$ cat config.mk
export PLATFORM = sky130hd
export DESIGN_NAME = mc_ctrl
export DESIGN_NICKNAME = d
export VERILOG_FILES = /design/src/rtl/mc_ctrl_pkg.sv /design/src/rtl/mc_ctrl_dec.sv /design/src/rtl/mc_ctrl.sv
export SDC_FILE = /design/constraint.sdc
export NUM_CORES = 1
export LEC_CHECK = 0
export BUFFER_PORTS_ARGS = -buffer_cell sky130_fd_sc_hd__buf_2
export CORE_ASPECT_RATIO = 0.75
export CORE_MARGIN = 2
export CORE_UTILIZATION = 35
export CTS_BUF_LIST = sky130_fd_sc_hd__clkbuf_16
export DETAILED_ROUTE_END_ITERATION = 6
export PLACE_DENSITY = 0.64
export SYNTH_ARGS = -nofsm -noshare
export SYNTH_HDL_FRONTEND = slang
export SYNTH_HIERARCHICAL = 1
export SYNTH_SLANG_ARGS = --single-unit
$ cat constraint.sdc
create_clock -name clk -period 5.51 [get_ports clk]
set_input_delay 1.102 -clock clk [delete_from_list [all_inputs] [get_ports clk]]
set_output_delay 1.102 -clock clk [all_outputs]
set_load 0.02 [all_outputs]
$ cat src/rtl/mc_ctrl_pkg.sv
// mc_ctrl shared definitions: FSM states, datapath select codes,
// MIPS opcode/funct values and the decoded instruction bundle.
package mc_ctrl_pkg;

  typedef enum logic [2:0] {
    S_FETCH  = 3'b000,
    S_DECODE = 3'b001,
    S_EXEC   = 3'b010,
    S_MEM    = 3'b011,
    S_WB     = 3'b100,
    S_ERR    = 3'b101
  } state_e;

  localparam logic [3:0] ALU_ADD  = 4'd0;
  localparam logic [3:0] ALU_SUB  = 4'd1;
  localparam logic [3:0] ALU_AND  = 4'd2;
  localparam logic [3:0] ALU_OR   = 4'd3;
  localparam logic [3:0] ALU_XOR  = 4'd4;
  localparam logic [3:0] ALU_NOR  = 4'd5;
  localparam logic [3:0] ALU_SLT  = 4'd6;
  localparam logic [3:0] ALU_SLTU = 4'd7;
  localparam logic [3:0] ALU_SLL  = 4'd8;
  localparam logic [3:0] ALU_SRL  = 4'd9;
  localparam logic [3:0] ALU_SRA  = 4'd10;
  localparam logic [3:0] ALU_LUI  = 4'd11;

  localparam logic [1:0] NPC_PC4 = 2'b00;
  localparam logic [1:0] NPC_BR  = 2'b01;
  localparam logic [1:0] NPC_J   = 2'b10;
  localparam logic [1:0] NPC_JR  = 2'b11;

  localparam logic [1:0] BSEL_RT    = 2'b00;
  localparam logic [1:0] BSEL_IMM   = 2'b01;
  localparam logic [1:0] BSEL_SHAMT = 2'b10;

  localparam logic [1:0] GPR_RD = 2'b00;
  localparam logic [1:0] GPR_RT = 2'b01;
  localparam logic [1:0] GPR_RA = 2'b10;

  localparam logic [1:0] WD_ALU = 2'b00;
  localparam logic [1:0] WD_MEM = 2'b01;
  localparam logic [1:0] WD_PC  = 2'b10;
  localparam logic [1:0] WD_LUI = 2'b11;

  localparam logic [5:0] OP_RTYPE = 6'b000000;
  localparam logic [5:0] OP_J     = 6'b000010;
  localparam logic [5:0] OP_JAL   = 6'b000011;
  localparam logic [5:0] OP_BEQ   = 6'b000100;
  localparam logic [5:0] OP_BNE   = 6'b000101;
  localparam logic [5:0] OP_ADDI  = 6'b001000;
  localparam logic [5:0] OP_SLTI  = 6'b001010;
  localparam logic [5:0] OP_ANDI  = 6'b001100;
  localparam logic [5:0] OP_ORI   = 6'b001101;
  localparam logic [5:0] OP_LUI   = 6'b001111;
  localparam logic [5:0] OP_LW    = 6'b100011;
  localparam logic [5:0] OP_SW    = 6'b101011;

  localparam logic [5:0] FN_SLL  = 6'b000000;
  localparam logic [5:0] FN_SRL  = 6'b000010;
  localparam logic [5:0] FN_SRA  = 6'b000011;
  localparam logic [5:0] FN_JR   = 6'b001000;
  localparam logic [5:0] FN_JALR = 6'b001001;
  localparam logic [5:0] FN_ADD  = 6'b100000;
  localparam logic [5:0] FN_ADDU = 6'b100001;
  localparam logic [5:0] FN_SUB  = 6'b100010;
  localparam logic [5:0] FN_SUBU = 6'b100011;
  localparam logic [5:0] FN_AND  = 6'b100100;
  localparam logic [5:0] FN_OR   = 6'b100101;
  localparam logic [5:0] FN_XOR  = 6'b100110;
  localparam logic [5:0] FN_NOR  = 6'b100111;
  localparam logic [5:0] FN_SLT  = 6'b101010;
  localparam logic [5:0] FN_SLTU = 6'b101011;

  typedef enum logic [3:0] {
    IC_NOP  = 4'd0,
    IC_ALUR = 4'd1,
    IC_ALUI = 4'd2,
    IC_LUI  = 4'd3,
    IC_LW   = 4'd4,
    IC_SW   = 4'd5,
    IC_BEQ  = 4'd6,
    IC_BNE  = 4'd7,
    IC_J    = 4'd8,
    IC_JAL  = 4'd9,
    IC_JR   = 4'd10,
    IC_JALR = 4'd11
  } iclass_e;

  typedef struct packed {
    iclass_e    cls;
    logic [3:0] alu_op;
    logic [1:0] b_sel;
    logic       a_rt;
    logic       ext;
  } dec_t;

endpackage

$ cat src/rtl/mc_ctrl_dec.sv
// mc_ctrl instruction decode: Op/Funct to instruction class and
// ALU controls. Unrecognised encodings decode as IC_NOP.
module mc_ctrl_dec
  import mc_ctrl_pkg::*;
(
  input  logic [5:0] op_i,
  input  logic [5:0] funct_i,
  output dec_t       dec_o
);

  // Class and ALU control lookup
  always_comb begin
    dec_o = '0;
    case (op_i)
      OP_RTYPE: begin
        dec_o.cls = IC_ALUR;
        case (funct_i)
          FN_ADD, FN_ADDU: dec_o.alu_op = ALU_ADD;
          FN_SUB, FN_SUBU: dec_o.alu_op = ALU_SUB;
          FN_AND:  dec_o.alu_op = ALU_AND;
          FN_OR:   dec_o.alu_op = ALU_OR;
          FN_XOR:  dec_o.alu_op = ALU_XOR;
          FN_NOR:  dec_o.alu_op = ALU_NOR;
          FN_SLT:  dec_o.alu_op = ALU_SLT;
          FN_SLTU: dec_o.alu_op = ALU_SLTU;
          FN_SLL, FN_SRL, FN_SRA: begin
            dec_o.b_sel = BSEL_SHAMT;
            dec_o.a_rt  = 1'b1;
            case (funct_i)
              FN_SLL:  dec_o.alu_op = ALU_SLL;
              FN_SRL:  dec_o.alu_op = ALU_SRL;
              default: dec_o.alu_op = ALU_SRA;
            endcase
          end
          FN_JR:   dec_o.cls = IC_JR;
          FN_JALR: dec_o.cls = IC_JALR;
          default: dec_o.cls = IC_NOP;
        endcase
      end
      OP_ADDI: begin
        dec_o.cls    = IC_ALUI;
        dec_o.alu_op = ALU_ADD;
        dec_o.b_sel  = BSEL_IMM;
        dec_o.ext    = 1'b1;
      end
      OP_SLTI: begin
        dec_o.cls    = IC_ALUI;
        dec_o.alu_op = ALU_SLT;
        dec_o.b_sel  = BSEL_IMM;
        dec_o.ext    = 1'b1;
      end
      OP_ANDI: begin
        dec_o.cls    = IC_ALUI;
        dec_o.alu_op = ALU_AND;
        dec_o.b_sel  = BSEL_IMM;
      end
      OP_ORI: begin
        dec_o.cls    = IC_ALUI;
        dec_o.alu_op = ALU_OR;
        dec_o.b_sel  = BSEL_IMM;
      end
      OP_LUI: begin
        dec_o.cls    = IC_LUI;
        dec_o.alu_op = ALU_LUI;
        dec_o.b_sel  = BSEL_IMM;
      end
      OP_LW, OP_SW: begin
        dec_o.cls    = (op_i == OP_LW) ? IC_LW : IC_SW;
        dec_o.alu_op = ALU_ADD;
        dec_o.b_sel  = BSEL_IMM;
        dec_o.ext    = 1'b1;
      end
      OP_BEQ, OP_BNE: begin
        dec_o.cls    = (op_i == OP_BEQ) ? IC_BEQ : IC_BNE;
        dec_o.alu_op = ALU_SUB;
      end
      OP_J:    dec_o.cls = IC_J;
      OP_JAL:  dec_o.cls = IC_JAL;
      default: dec_o.cls = IC_NOP;
    endcase
  end

endmodule

$ cat src/rtl/mc_ctrl.sv
// mc_ctrl: multi-cycle MIPS controller with memory-wait watchdog.
// Optional MC_CTRL_RETIRE_CNT_EN adds the retire_cnt output.
module mc_ctrl
  import mc_ctrl_pkg::*;
#(
  parameter int TO_W   = 8,
  parameter int TO_MAX = 200
) (
  input  logic       clk,
  input  logic       rst,
  input  logic [5:0] Op,
  input  logic [5:0] Funct,
  input  logic       Zero,
  input  logic       imem_ready,
  input  logic       dmem_ready,
  output logic       imem_req,
  output logic       dmem_req,
  output logic       IRWrite,
  output logic       PCWrite,
  output logic       RegWrite,
  output logic       MemWrite,
  output logic       EXTOp,
  output logic [3:0] ALUOp,
  output logic [1:0] NPCOp,
  output logic [1:0] ALUSrc,
  output logic       ASrc,
  output logic [1:0] GPRSel,
  output logic [1:0] WDSel,
  output logic [2:0] state,
`ifdef MC_CTRL_RETIRE_CNT_EN
  output logic [31:0] retire_cnt,
`endif
  output logic       bus_err
);

  localparam bit WD_EN = (TO_MAX != 0);
  localparam logic [TO_W-1:0] TO_LAST = TO_W'(TO_MAX - 1);

  state_e          state_q, state_d;
  logic [TO_W-1:0] cnt_q, cnt_d;
  logic            berr_q, berr_d;
  logic            waiting;
  dec_t            dec;

  mc_ctrl_dec u_dec (
    .op_i    (Op),
    .funct_i (Funct),
    .dec_o   (dec)
  );

  // Next state plus watchdog; the counter clears whenever state moves
  always_comb begin
    state_d = state_q;
    cnt_d   = '0;
    berr_d  = berr_q;
    waiting = 1'b0;
    case (state_q)
      S_FETCH: begin
        if (imem_ready) state_d = S_DECODE;
        else            waiting = 1'b1;
      end
      S_DECODE: begin
        case (dec.cls)
          IC_J, IC_JAL, IC_JR, IC_JALR: state_d = S_FETCH;
          default:                      state_d = S_EXEC;
        endcase
      end
      S_EXEC: begin
        case (dec.cls)
          IC_BEQ, IC_BNE: state_d = S_FETCH;
          IC_LW, IC_SW:   state_d = S_MEM;
          default:        state_d = S_WB;
        endcase
      end
      S_MEM: begin
        if (dmem_ready)
          state_d = (dec.cls == IC_LW) ? S_WB : S_FETCH;
        else
          waiting = 1'b1;
      end
      S_WB:    state_d = S_FETCH;
      S_ERR:   state_d = S_ERR;
      default: state_d = S_FETCH;
    endcase
    if (waiting) begin
      if (WD_EN && cnt_q == TO_LAST) begin
        state_d = S_ERR;
        berr_d  = 1'b1;
      end else begin
        cnt_d = cnt_q + TO_W'(1);
      end
    end
  end

  // State, watchdog counter and sticky error flag
  always_ff @(posedge clk) begin
    if (rst) begin
      state_q <= S_FETCH;
      cnt_q   <= '0;
      berr_q  <= 1'b0;
    end else begin
      state_q <= state_d;
      cnt_q   <= cnt_d;
      berr_q  <= berr_d;
    end
  end

`ifdef MC_CTRL_RETIRE_CNT_EN
  logic [31:0] retire_q;

  // Count every return to FETCH; a reset never counts as a retire
  always_ff @(posedge clk) begin
    if (rst)
      retire_q <= '0;
    else if (state_d == S_FETCH && state_q != S_FETCH)
      retire_q <= retire_q + 32'd1;
  end

  assign retire_cnt = rst ? 32'd0 : retire_q;
`endif

  assign state   = rst ? 3'b000 : state_q;
  assign bus_err = rst ? 1'b0 : berr_q;

  // Datapath strobes decoded from state and instruction
  always_comb begin
    imem_req = 1'b0;
    dmem_req = 1'b0;
    IRWrite  = 1'b0;
    PCWrite  = 1'b0;
    RegWrite = 1'b0;
    MemWrite = 1'b0;
    EXTOp    = 1'b0;
    ALUOp    = ALU_ADD;
    NPCOp    = NPC_PC4;
    ALUSrc   = BSEL_RT;
    ASrc     = 1'b0;
    GPRSel   = GPR_RD;
    WDSel    = WD_ALU;
    if (!rst) begin
      if (state_q inside {S_EXEC, S_MEM, S_WB}) begin
        ALUOp  = dec.alu_op;
        ALUSrc = dec.b_sel;
        ASrc   = dec.a_rt;
        EXTOp  = dec.ext;
      end
      case (state_q)
        S_FETCH: begin
          imem_req = 1'b1;
          IRWrite  = imem_ready;
          PCWrite  = imem_ready;
        end
        S_DECODE: begin
          case (dec.cls)
            IC_J: begin
              PCWrite = 1'b1;
              NPCOp   = NPC_J;
            end
            IC_JAL: begin
              PCWrite  = 1'b1;
              NPCOp    = NPC_J;
              RegWrite = 1'b1;
              GPRSel   = GPR_RA;
              WDSel    = WD_PC;
            end
            IC_JR: begin
              PCWrite = 1'b1;
              NPCOp   = NPC_JR;
            end
            IC_JALR: begin
              PCWrite  = 1'b1;
              NPCOp    = NPC_JR;
              RegWrite = 1'b1;
              GPRSel   = GPR_RD;
              WDSel    = WD_PC;
            end
            default: ;
          endcase
        end
        S_EXEC: begin
          if (dec.cls == IC_BEQ) begin
            PCWrite = Zero;
            NPCOp   = NPC_BR;
          end else if (dec.cls == IC_BNE) begin
            PCWrite = ~Zero;
            NPCOp   = NPC_BR;
          end
        end
        S_MEM: begin
          dmem_req = 1'b1;
          MemWrite = (dec.cls == IC_SW);
        end
        S_WB: begin
          RegWrite = (dec.cls != IC_NOP);
          if (dec.cls inside {IC_ALUI, IC_LUI, IC_LW})
            GPRSel = GPR_RT;
          if (dec.cls == IC_LW)
            WDSel = WD_MEM;
          else if (dec.cls == IC_LUI)
            WDSel = WD_LUI;
        end
        default: ;
      endcase
    end
  end

endmodule

# == Yosys cells after proc, flatten, opt, wreduce, memory -nomap -nowiden ==
# Index checks and enable logic that the tools add are counted.
# word_totals
romBits,0
ff_bits,12
out_inout_bits,24
latchBits,0
in_bits,17
mem_count,0
ram_bits,0
word_cells,131
# op_classes
mul,0
addsub,1
n_eq_ne,41
shift,0
n_reduce_logical,22
bitwise,2
magnitude_cmp,0
mux,62
n_div,0
# op_table
cell,n
== test 6 bit (second input constant),12
== test 6 x 4 -> 1 bit (second input constant),7
one-hot mux 4 bit (8 select lines),1
2-to-1 mux 1 bit,28
one-hot mux 4 bit (7 select lines),1
== test 6 x 2 -> 1 bit (second input constant),4
one-hot mux 2 bit (2 select lines),6
one-hot mux 4 bit (6 select lines),1
2-to-1 mux 3 bit,7
2-to-1 mux 2 bit,10
== test 4 x 3 -> 1 bit (second input constant),4
== test 4 bit (second input constant),4
OR reduction 2 bit,8
one-hot mux 3 bit (5 select lines),1
OR reduction 13 bit,1
== test 6 x 3 -> 1 bit (second input constant),2
logical NOT 6 bit,2
one-hot mux 4 bit (3 select lines),1
OR reduction 4 bit,3
adder 8 x 1 -> 8 bit (second input constant),1
== test 4 x 2 -> 1 bit (second input constant),2
== test 8 bit (second input constant),1
2-to-1 mux 4 bit,2
OR reduction 7 bit,1
other kinds (12),18

# == Longest topological paths before layout ==
# logic_depth
ltp_word,10
mapped_depth,9
depth_no_buf,7

# == By module ==
# Netlist, hierarchy kept.
# by_module_without_submodules
mod,seq_area_each_um2,area_per_inst_um2,cells_per_inst,n_inst
mc_ctrl,240.2,985.9,126,1
mc_ctrl_dec,0.0,431.7,68,1

# == Least setup slack after synthesis ==
# OpenSTA, ideal clock, no wires.
# synth_timing
path_type,input to output
from,in Op[2]
to,out WDSel[1]
path_slack_ns,1.238
required_time_ns,4.408
cell_stages,8
arrival_ns,3.170
path_buffers,2
cell_sequence,buf_1 mux2i_1 o311ai_0 a21oi_1 clkbuf_1 nor4bb_1 a31oi_1 nor4_1
# synth_lines
item,line_no,source
"start, declared",mc_ctrl.sv:11,"input logic [5:0] Op,"
"end, declared",mc_ctrl.sv:28,"output logic [1:0] WDSel,"

==> impl_metrics.tcl <==
set metrics [dict create \
    rsz0062_at_grt "false" \
    drc_errors 0 \
    drv_cap 0 \
    cp-start-kind "primary input" \
    cts_tree "yes" \
    die_w_um 77.5 \
    viasPerCell 5.49 \
    max_freq_mhz 228 \
    wl_um 3470 \
    irDropWorstVdd_mv 0.199 \
    setup_tns_ns 0 \
    relSlewSlack_pct 54.9 \
    synth_cell_types 59 \
    grt_max_degree 21 \
    cts.clk_slew.worst_paths_ns 0.04 \
    drive_gt1_share_pct 26.1 \
    setup_viol 0 \
    seqCellArea_um2 240 \
    tightest_slew_ns 0.677 \
    vias 1504 \
    post_drt_wl_per_cell_um 12.6 \
    fill_cells 381 \
    netlist_area_mm2 0.00142 \
    fin_crit_ns 4.39 \
    boundaryPins 41 \
    powerDensity_mw_per_mm2 179 \
    synth-seq-cells 12 \
    ant_nets 0 \
    placed_area_mm2 0.00160 \
    synth-seq-area-share_pct 16.9 \
    antenna_found_initial 0 \
    hpwl_um 2550 \
    required_ns 4.41 \
    synth_common_cells "a21oi_1 (15), nor2_1 (14), dfxtp_1 (12), nand2_1 (12), nor2b_1 (11)" \
    post_cts_buffers 0 \
    p_sw_share_pct 29.1 \
    ctsRootBufferMaster "clkbuf_16" \
    yosysMostFrequentCell "a21oi_1" \
    design.core.area_mm2 0.00378 \
    cts_buffer_depth 2 \
    grt-ovfl-total 0 \
    outcome "finished clean" \
    syn_to_final_growth_pct 18.4 \
    grt_pass1_vias 1251 \
    hold_violations 0 \
    cts.sinks 12 \
    synth-main-ff-cell "dfxtp_1" \
    slowest_stage "a21oi_1" \
    end_kind "output pin" \
    port_buffers 40 \
    routabilityCongestion 0.837 \
    synthCells 194 \
    antennaDiodeCount 0 \
    rows 19 \
    async_flop_share_pct 0 \
    die_y_um 59.1 \
    yosysTopAreaCell "dfxtp_1" \
    crit_fanout 10 \
    cp_slowest_stage_delay_ns 0.56 \
    fin_crit_sh_pct 79.7 \
    worst-setup-path-type "primary input to output pin" \
    p_comb_share_pct 23.8 \
    crit_arrival_ns 3.29 \
    final.setup_skew_ns 0.00159 \
    drv_slew 0 \
    ctsResizeCount 0 \
    grt_pass1_wl_um 5600 \
    clock_latency_ns 0.24 \
    dieArea_mm2 0.00458 \
    firstDrtPassIters 4 \
    hp-class "flip-flop to flip-flop" \
    track_usage_pct 14.5 \
    synthTopCellsByArea "dfxtp_1 (17%), a21oi_1 (5.3%), nor2b_1 (4.9%)" \
    cp_cell_sequence "buf_2, nand2b_1, nor4_1, o311ai_0, a21oi_1, nor4bb_1, a31oi_1, nor4_1, buf_2" \
    internal_power_uw 213 \
    initial_core_util_pct 37.5 \
    p_clk_share_pct 42.9 \
    synth_area_per_cell_um2 7.31 \
    leakage_uw 0.000647 \
    layout.nets 242 \
    fin_area_mm2 0.00168 \
    synth.net_count 212 \
    holdBufCountCts 0 \
    htree_levels 1 \
    synth-edff-count 0 \
    p_seq_share_pct 33.3 \
    power.switching_uw 87.3 \
    yosys_warnings 6 \
    cts_buffers 3 \
    drt_iter0_drc 81 \
    multiInputGateArea_mm2 0.00107 \
    synth_top_cell_area_share_pct 16.9 \
]
## through the flow
step | hold slack (ns) | total power [uW] | setup WS, ns | std cells | utilization, %
CTS | 0.465 | 303 | 1.14 | 274 | 44.4
global route | 0.505 | 315 | 0.827 | 274 | 44.4
global placement | 0.454 | 171 | 1.20 | 271 | 42.4
detailed placement | 0.460 | 172 | 1.16 | 271 | 42.4
finish | 0.471 | 300 | 1.12 | 274 | 44.4
floorplan | 0.430 | 153 | 1.24 | 194 | -
## layer usage
layer / global-route usage [%] / vias to the layer above / share of wire, %
li1: - / 772 / -
met4: 1.79 / 0 / 0
met1: 21.3 / 675 / 51
met3: 2.90 / 0 / 7.4
met5: 0 / - / 0
met2: 22.7 / 57 / 42
## area by class of cell
cell class	instances	area share, %
Inverter	7	1.57
Multi-Input combinational cell	160	63.8
Timing Repair Buffer	40	11.9
Sequential cell	12	14.3
Clock buffer	3	4.47
Tap cell	52	3.88
## flip-flops by register name, indices dropped and copies added, names as in the netlist
signal	count
cnt_q	8
state_q	3
berr_q	1
## power groups by stage
stage	sequential [uW]	clock [uW]	combinational (uW)
after floorplan	94.1	0	59.1
after global placement	101	0	70.1
after detailed placement	101	0	70.8
after CTS	99.5	132	71.1
after global routing	101	136	78.9
final	99.9	129	71.3
## final timing paths
kind	from	to	slack, ns	cells past startpoint
setup / recovery	Funct[5]	WDSel[1]	1.12	9
hold reg to reg	cnt_q[0]	cnt_q[0]	0.47	1
hold / removal	cnt_q[0]	cnt_q[0]	0.47	1
setup reg to reg	state_q[0]	cnt_q[7]	3.78	3
## cells in the final DEF, fill, tap and decap left out, types with 7 or more instances in the layout
cell	count
nor2_1	14
nor2b_1	11
and2_1	10
a21oi_1	15
inv_1	7
dfxtp_1	12
nand2_1	12
buf_2	40
## worst max-delay path, delay by kind of cell
kind            cells  cell delay [ns]
compound gates      3             0.78
buf+inv             2             0.35
simple gates        4             1.04
## kinds of logic after synthesis
| kind of cell | after synthesis | share of synthesized area [%] |
|---|---|---|
| flops | 12 | 16.9 |
| buf+inv | 22 | 7.50 |
| compound gates | 45 | 23.2 |
| fa+ha+maj | 1 | 0.882 |
| simple gates | 106 | 46.4 |
| xor+xnor | 7 | 4.32 |
| mux | 1 | 0.706 |
Note: power is estimated with default switching activity, not from simulation.
